### config.mk
export PLATFORM = sky130hd
export DESIGN_NAME = subfil_coeff_sequencer
export DESIGN_NICKNAME = d
export VERILOG_FILES = /design/src/rtl/sdr_pkg.sv /design/src/rtl/sat_counter.sv /design/src/rtl/subfil_coeff_sequencer.sv
export SDC_FILE = /design/constraint.sdc
export NUM_CORES = 1
export LEC_CHECK = 0
export CORE_MARGIN = 2
export CORE_UTILIZATION = 40
export DETAILED_ROUTE_END_ITERATION = 12
export GPL_ROUTABILITY_DRIVEN = 0
export PLACE_DENSITY = 0.77
export SYNTH_ARGS = -nofsm -noshare
export SYNTH_HDL_FRONTEND = slang
export SYNTH_SLANG_ARGS = --single-unit
### constraint.sdc
create_clock -name i_clk -period 1.9 [get_ports i_clk]
set_input_delay 0.285 -clock i_clk [delete_from_list [all_inputs] [get_ports i_clk]]
set_output_delay 0.285 -clock i_clk [all_outputs]
set_load 0.02 [all_outputs]
### src/rtl/sdr_pkg.sv
// sdr_pkg: shared FSM state encoding and derived timing for the subband filter coefficient sequencer.
package sdr_pkg;
    typedef enum logic [2:0] {S_RUN, S_DRAIN, S_RST, S_LOAD, S_FLUSH} state_t;
    // Idle cycles after the last filter input before the filter pipeline is empty and safe to reset.
    function automatic int drain_len(input int ncoeffs);
        return ncoeffs + 4;
    endfunction
endpackage

### src/rtl/sat_counter.sv
// sat_counter: up-counter with synchronous clear that saturates at LIMIT; reset preloads LIMIT.
module sat_counter #(
    parameter int W = 8,
    parameter int LIMIT = 255
) (
    input  logic         i_clk,
    input  logic         i_reset,
    input  logic         i_clear,
    output logic [W-1:0] o_count
);
    logic [W-1:0] count_q;
    always_ff @(posedge i_clk) begin
        if (i_reset)
            count_q <= W'(LIMIT);
        else if (i_clear)
            count_q <= '0;
        else if (count_q != W'(LIMIT))
            count_q <= count_q + 1'b1;
    end
    assign o_count = count_q;
endmodule

### src/rtl/subfil_coeff_sequencer.sv
// subfil_coeff_sequencer: paces samples into a subband filter and reloads its coefficient bank from ROM,
// draining the filter first and discarding the contaminated outputs after each reload.
module subfil_coeff_sequencer
    import sdr_pkg::*;
#(
    parameter int IW = 16,
    parameter int CW = 12,
    parameter int NCOEFFS = 103,
    parameter int NBANKS = 4,
    parameter int NDOWN = 5,
    parameter int MIN_SPACING = 22,
    parameter int NFLUSH = 21,
    localparam int LGNCOEFFS = $clog2(NCOEFFS),
    localparam int LGNBANKS = $clog2(NBANKS),
    localparam int DRAIN = drain_len(NCOEFFS)
) (
    input  logic                          i_clk,
    input  logic                          i_reset,
    input  logic                          i_load_req,
    input  logic [LGNBANKS-1:0]           i_bank,
    output logic                          o_busy,
    output logic                          o_done,
    input  logic                          i_valid,
    input  logic [IW-1:0]                 i_sample_i,
    input  logic [IW-1:0]                 i_sample_q,
    output logic                          o_ready,
    output logic                          o_fil_ce,
    output logic [IW-1:0]                 o_sample_i,
    output logic [IW-1:0]                 o_sample_q,
    output logic                          o_fil_reset,
    output logic                          o_wr_coeff,
    output logic [CW-1:0]                 o_coeff,
    output logic [LGNBANKS+LGNCOEFFS-1:0] o_rom_addr,
    input  logic [CW-1:0]                 i_rom_data,
    input  logic                          i_fil_oce,
    output logic                          o_out_valid
);
    localparam int GW = $clog2(DRAIN + 1);
    localparam int DW = $clog2(NFLUSH + 1);
    localparam int AW = LGNBANKS + LGNCOEFFS;

    // Each decimated output spans NDOWN inputs, so NFLUSH outputs must cover the whole zeroed history.
    if (NFLUSH * NDOWN < NCOEFFS) begin : g_flush_too_short
        $error("NFLUSH does not cover the filter history after a reload");
    end

    state_t              state_q;
    logic [GW-1:0]       gap_cnt;
    logic [LGNBANKS-1:0] bank_q;
    logic [AW-1:0]       addr_q;
    logic [DW-1:0]       disc_q, disc_d;
    logic [IW-1:0]       smp_i_q, smp_q_q;
    logic                hs, fil_ce_q, wr_q, done_q, busy_q, fil_reset_q;

    assign o_ready = state_q == S_RUN && gap_cnt >= GW'(MIN_SPACING - 1);
    assign hs = i_valid && o_ready;

    // Cleared on the handshake so the count reads 0 while o_fil_ce is high.
    sat_counter #(.W(GW), .LIMIT(DRAIN)) u_gap (
        .i_clk  (i_clk),
        .i_reset(i_reset),
        .i_clear(hs),
        .o_count(gap_cnt)
    );

    always_ff @(posedge i_clk) begin
        if (hs) begin
            smp_i_q <= i_sample_i;
            smp_q_q <= i_sample_q;
        end
        fil_ce_q <= !i_reset && hs;
    end

    always_ff @(posedge i_clk) begin
        if (i_reset) begin
            state_q     <= S_RST;
            bank_q      <= '0;
            addr_q      <= '0;
            wr_q        <= 1'b0;
            done_q      <= 1'b0;
            busy_q      <= 1'b1;
            fil_reset_q <= 1'b1;
        end else begin
            wr_q   <= 1'b0;
            done_q <= 1'b0;
            case (state_q)
                S_RUN: if (i_load_req) begin
                    bank_q  <= i_bank;
                    busy_q  <= 1'b1;
                    state_q <= S_DRAIN;
                end
                S_DRAIN: if (gap_cnt == GW'(DRAIN) && !fil_ce_q) begin
                    fil_reset_q <= 1'b1;
                    state_q     <= S_RST;
                end
                S_RST: begin
                    fil_reset_q <= 1'b0;
                    addr_q      <= {bank_q, LGNCOEFFS'(0)};
                    state_q     <= S_LOAD;
                end
                S_LOAD: begin
                    wr_q <= 1'b1;
                    if (addr_q[LGNCOEFFS-1:0] == LGNCOEFFS'(NCOEFFS - 1))
                        state_q <= S_FLUSH;
                    else
                        addr_q <= addr_q + 1'b1;
                end
                S_FLUSH: begin
                    busy_q  <= 1'b0;
                    done_q  <= 1'b1;
                    state_q <= S_RUN;
                end
                default: state_q <= S_RST;
            endcase
        end
    end

    assign disc_d = state_q == S_FLUSH ? DW'(NFLUSH)
                  : (i_fil_oce && disc_q != '0) ? disc_q - 1'b1 : disc_q;

    always_ff @(posedge i_clk) begin
        disc_q <= i_reset ? '0 : disc_d;
    end

    assign o_out_valid = i_fil_oce && disc_q == '0 && !i_reset;
    assign o_busy      = busy_q;
    assign o_done      = done_q;
    assign o_fil_ce    = fil_ce_q;
    assign o_sample_i  = smp_i_q;
    assign o_sample_q  = smp_q_q;
    assign o_fil_reset = fil_reset_q;
    assign o_wr_coeff  = wr_q;
    assign o_coeff     = i_rom_data;
    assign o_rom_addr  = addr_q;
endmodule

### Word-level counts from Yosys, hierarchy flattened

Index checks and enable logic that the tools add are counted.

| cells by class | value |
|---|---|
| eq/ne operators | 11 |
| div/mod/pow operators | 0 |
| bitwise operators | 0 |
| mux-type cells | 16 |
| shift operators | 0 |
| reductions and logical operators | 24 |
| add/sub/neg operators | 3 |
| order comparisons | 1 |
| multipliers | 0 |

Operators by type and width:

| kind | number |
|---|---|
| case mux 9 bit (2 select lines) | 1 |
| case mux 3 bit (5 select lines) | 1 |
| equality test 7 bit (second input constant) | 2 |
| two-way mux 7 bit | 2 |
| two-way mux 5 bit | 2 |
| nonzero test 2 bit | 5 |
| adder 9 x 1 -> 9 bit (second input constant) | 1 |
| two-way mux 3 bit | 3 |
| two-way mux 9 bit | 1 |
| != test 2 bit (second input constant) | 4 |
| AND reduction 2 bit | 4 |
| adder 7 x 1 -> 7 bit (second input constant) | 1 |
| greater-or-equal comparator 7 x 5 -> 1 bit (second input constant) | 1 |
| logical AND 1 bit | 7 |
| != test 7 bit (second input constant) | 1 |
| equality test 3 x 2 -> 1 bit (second input constant) | 2 |
| logical NOT 5 bit | 1 |
| nonzero test 5 bit | 1 |
| subtractor 5 x 1 -> 5 bit (second input constant) | 1 |
| two-way mux 1 bit | 4 |
| case mux 1 bit (2 select lines) | 2 |
| OR reduction 2 bit | 2 |
| equality test 3 x 1 -> 1 bit (second input constant) | 1 |
| equality test 3 bit (second input constant) | 1 |
| other kinds (3) | 4 |

| word-level totals | value |
|---|---|
| register bits | 63 |
| latch bits | 0 |
| bits in read-only memories | 0 |
| logic and storage cells | 69 |
| memories | 0 |
| input port bits | 51 |
| output and inout bits | 60 |
| RAM bits | 0 |

### Logic depth before layout (Yosys ltp)

| logic depth | value |
|---|---|
| depth in word-level cells | 4 |
| mapped depth | 7 |
| depth with buffers taken out | 6 |

### Modules after synthesis

Synthesis repeated with hierarchy kept, for this count alone.

| second synthesis, totals | value |
|---|---|
| cell total of the unflattened synthesis | 221 |
| area total of the unflattened synthesis | 2597.5 µm² |

Modules (own cells, without submodules):

| module | times used | area an instance (µm²) | cells an instance | sequential area each (µm²) |
|---|---|---|---|---|
| subfil_coeff_sequencer | 1 | 2249.7 | 182 | 1441.4 |
| sat_counter | 1 | 347.8 | 39 | 140.1 |

### Worst setup path after synthesis

OpenSTA, ideal clock, no wires.

| path | value |
|---|---|
| path kind | register -> register |
| from | register state_q[0] |
| to | register smp_i_q[0] (netlist: o_sample_i[0]), enable pin |
| buffers on the path | 2 |
| period minus slack after synthesis | 1.971 ns |
| cell stages (with the launch flop) | 6 |
| setup time | 0.329 ns |
| data arrival time | 1.642 ns |
| slack | -0.071 ns |
| required time | 1.571 ns |
| cell sequence | dfxtp_1 buf_6 or3_1 a31oi_1 and2_1 buf_6 |

| on the way | value |
|---|---|
| cells in the longest elaborated chain, start to end | 3 |

RTL lines:

| element | line | source |
|---|---|---|
| start: declaration | subfil_coeff_sequencer.sv:47 | `state_t state_q;` |
| start signal: assignment | subfil_coeff_sequencer.sv:76 | `state_q <= S_RST;` |
| start signal: assignment | subfil_coeff_sequencer.sv:90 | `state_q <= S_DRAIN;` |
| start signal: assignment | subfil_coeff_sequencer.sv:94 | `state_q <= S_RST;` |
| logical NOT 3 bit | subfil_coeff_sequencer.sv:55 | `assign o_ready = state_q == S_RUN && gap_cnt >= GW'(MIN_SPACING - 1);` |
| logical AND 1 bit | subfil_coeff_sequencer.sv:55 |  |
| named net o_ready | subfil_coeff_sequencer.sv:26 | `output logic o_ready,` |
| logical AND 1 bit | subfil_coeff_sequencer.sv:56 | `assign hs = i_valid && o_ready;` |
| named net hs | subfil_coeff_sequencer.sv:53 | `logic hs, fil_ce_q, wr_q, done_q, busy_q, fil_reset_q;` |
| end signal: assignment | subfil_coeff_sequencer.sv:68 | `smp_i_q <= i_sample_i;` |
| end: declaration | subfil_coeff_sequencer.sv:52 | `logic [IW-1:0] smp_i_q, smp_q_q;` |

The timed path passes the listed nets, and every way through them passes these cells.
A chain may end at the register's enable or synchronous reset.

### Worst setup path after layout

| path | value |
|---|---|
| from | register disc_q[1] |
| to | output o_out_valid |

| on the way | value |
|---|---|
| cells in the longest elaborated chain, start to end | 3 |

RTL lines:

| element | line | source |
|---|---|---|
| start: declaration | subfil_coeff_sequencer.sv:51 | `logic [DW-1:0] disc_q, disc_d;` |
| start signal: assignment | subfil_coeff_sequencer.sv:122 | `disc_q <= i_reset ? '0 : disc_d;` |
| logical NOT 5 bit | subfil_coeff_sequencer.sv:125 | `assign o_out_valid = i_fil_oce && disc_q == '0 && !i_reset;` |
| logical AND 1 bit (2 in series) | subfil_coeff_sequencer.sv:125 |  |
| end: declaration | subfil_coeff_sequencer.sv:36 | `output logic o_out_valid` |

No other way between the ends.

==> results by group <==
Run status
  – Outcome: completed

Synth
  – Synthesized-area fraction occupied by adder cells: 2.44%
  – Number of nets produced by synthesis: 268
  – Distinct cell type count of the synthesized netlist: 44
  – Synthesized instance count: 212
  – Synthesized-area fraction occupied by and/or/nand/nor cells: 15.7%
  – Average cell area after synthesis: 12.1 um2
  – Syn Std Cell Area: 2560 um2
  – Main combinational cell family by area after synthesis: simple AND/OR/NAND/NOR gates
  – Post-synthesis xor/xnor area fraction: 4.10%
  – Multiplexer fraction of the synthesized cell area: 1.61%
  – Most used DFF post-synth: sky130_fd_sc_hd__edfxtp_1
  – Synthesized flop and latch total: 63
  – Register area share after synthesis: 61.7%
  – Number of enable-type register cells in the synthesized netlist: 32
  – FFs w/ async S/R, synth: 0%
  – Count of warnings emitted by yosys: 0
  – Compound-cell area share of the yosys netlist: 8.35%

Clocking
  – Clock latency at the later pin of the worst-skew pair: 0.34 ns
  – Root cell of the clock tree: sky130_fd_sc_hd__clkbuf_8
  – Clock slew seen by the registers of the worst setup and hold paths: 0.07 ns
  – Inserted Clock Buffers: 9
  – Post-CTS setup repair buffer count: 0
  – H-tree levels: 3
  – Deepest clock path buffer count: 2
  – Number of buffers added to fix hold violations after cts: 0
  – Number of sinks handled by clock tree synthesis: 63
  – CTS tree: done

Global route
  – Maximum number of pins on one net before global-route repair: 33
  – Initial antenna violation count: 0
  – Wire length of the first global-routing pass: 8.65 mm
  – GR Util All Layers: 15.6%
  – Vias in the first global route: 1,810
  – Total congestion overflow after global routing: 0

Routing
  – Post-detailed-route wirelength per cell: 13.9 um
  – Pre-Repair DR Iteration Count: 4
  – DRC viols: 0
  – Number of vias per cell after detailed routing: 4.94
  – Total length of routed wires: 5.34 mm
  – Total number of vias: 1,900
  – Number of nets with antenna violations after detailed routing: 0
  – Detailed router's first-iteration violation count: 87

Power and ir drop
  – Pleak: 1.37 nW
  – Power per unit of standard cell area: 950 nW/um2
  – Peak VDD IR: 0.000441 V

Timing
  – Transition time of the tightest slew-check pin: 0.384 ns
  – Achievable Freq: 536 MHz
  – Post-route clock period utilization: 98.1%
  – Max-slew headroom: 74.2%
  – Post-route minimum period: 1.86 ns
  – Endpoints failing hold: 0
  – Final setup violating endpoints: 0
  – RSZ-0062 raised after global routing: yes
  – Number of pins with negative max-slew slack in the final report: 0
  – Maximum clock skew at final layout: 0.00867 ns

Floorplan
  – Standard-cell rows: 29
  – Full die area: 7060 um2
  – Num ports: 111
  – Die Ht: 84.0 um
  – Die span in x: 84.0 um
  – Core Box Area: 6280 um2
  – Initial standard-cell utilization of the core: 40.8%

Layout
  – Highest-count cells in the layout ignoring fill and taps: sky130_fd_sc_hd__clkdlybuf4s50_1, sky130_fd_sc_hd__edfxtp_1, sky130_fd_sc_hd__dfxtp_1
  – Fin cells: 385
  – Commonest non-fill, non-tap cell in the layout: sky130_fd_sc_hd__clkdlybuf4s50_1
  – Layout Area Growth over Synthesis: 44.9%
  – Diode count: 0
  – Share of post-route cells with drive strength above 1: 13.0%
  – Multi-input gate area in the final layout: 842 um2
  – Utilization after layout: 59.1%
  – Total non-filler cell area in the finished layout: 3710 um2
  – Number of filler instances in the final layout: 503
  – FF/Latch Area: 1580 um2
  – Final nets: 359

Critical path
  – Startpoint of the lowest-slack register-to-register path: state_q[0]$_SDFFE_PP0P_
  – Crit-path max FO: 3
  – Number of cells on the worst reg-to-reg path: 4
  – Crit path launch: disc_q[1]$_SDFFE_PP0P_
  – Crit path kind: reg2out
  – Endpoint kind of the worst setup timing path: output pin
  – Data arrival time at the worst-slack endpoint: 1.58 ns
  – Sort of element at the start of the critical path: flop
  – Critical Path RT: 1.62 ns

Flow run
  – Max-capacitance violation count: 0

Place
  – Number of cells after detailed placement: 369
  – Instance area at placement: 3500 um2
  – HPWL after DPL: 3.89 mm
  – IO buf count: 86

Hold path
  – Hold Crit Start: o_busy$_SDFFE_PP1P_
  – Min-Delay Path Depth: 2
  – Worst hold path type: reg2reg
[cell families (layout without fill, tap and decap cells)]
family	after synthesis	after routing
fa+ha+maj	5	5
buf+inv	25	121
compound gates	30	30
xor+xnor	12	12
simple gates	73	73
mux	4	4
flops	63	63
[cell type report]
type	instances	area share, %
Clock buffer	10	3.44
Clock inverter	6	2.29
Inverter	7	0.708
Multi-Input combinational cell	124	22.7
Sequential cell	63	42.6
Tap cell	77	2.60
Timing Repair Buffer	98	25.7
[registers in the layout (all words and copies together) (netlist names)]
name,cells
state_q,3
o_done,1
u_gap.o_count,7
o_busy,1
o_wr_coeff,1
o_sample_i,16
bank_q,2
o_rom_addr,9
disc_q,5
o_fil_ce,1
o_fil_reset,1
o_sample_q,16
[worst paths after layout]
kind	slack (ns)	to
setup / recovery	0.04	o_out_valid
hold / removal	0.49	o_busy$_SDFFE_PP1P_
setup reg to reg	0.15	o_sample_i[11]$_DFFE_PP_
hold reg to reg	0.49	o_busy$_SDFFE_PP1P_
[what timing repair did]
action / in CTS / in global routing
setup endpoints to repair: 2 / 34
gates resized for setup: 8 / 3
endpoints found under the hold margin: 0 / 0
[critical path: stages, from the launching register on]
cell and delay [ns]:
sky130_fd_sc_hd__dfxtp_1 0.31, sky130_fd_sc_hd__inv_1 0.05, sky130_fd_sc_hd__ha_2 0.18, sky130_fd_sc_hd__nand2_1 0.06, sky130_fd_sc_hd__or3_1 0.32, sky130_fd_sc_hd__nor3_1 0.12
sky130_fd_sc_hd__buf_2 0.18
[metal layers]
metal  routed length, um  global-route usage [%]
met5                   0                       0
met2                2280                    22.7
met1                2480                    21.2
met3                 502                    5.74
met4                  72                    6.16
[metrics by stage]
stage	TNS, ns	setup slack [ns]	hold slack, ns	power, mW
after floorplan	0	0.0455	0.384	2.08
after global placement	-0.317	-0.317	0.461	2.29
after detailed placement	-0.317	-0.317	0.477	2.32
after CTS	0	0.00681	0.486	3.57
after global routing	-0.0575	-0.0575	0.493	3.71
final	0	0.0357	0.486	3.53
[cells in the mapped netlist, drive strengths merged, types with 2 or more instances]
cell type,count,area share [%]
o21bai,5,1.5
nand3b,4,1.2
and2b,2,0.59
nor3,8,1.6
a21o,2,0.59
a31oi,4,0.98
nor2,20,2.9
nor4,2,0.49
o32ai,2,0.68
nand2,7,1.0
edfxtp,32,38
dfxtp,31,24
nand4,4,0.98
nand3,4,0.78
xnor2,4,1.4
nand2b,5,1.2
ha,5,2.4
a21oi,7,1.4
xor2,8,2.7
or3,4,0.98
nand4b,2,0.68
o21ai,3,0.73
mux2i,3,1.2
clkbuf,2,0.29
buf,16,4.7
inv,7,1.0
and3,4,0.98
and2,4,1.1
[report_power, final]
part	switching (mW)	internal [mW]	total (mW)
sequential	0.0580	1.50	1.56
clock	0.505	0.734	1.24
combinational	0.317	0.409	0.726
(Power assumes the default switching activity.)
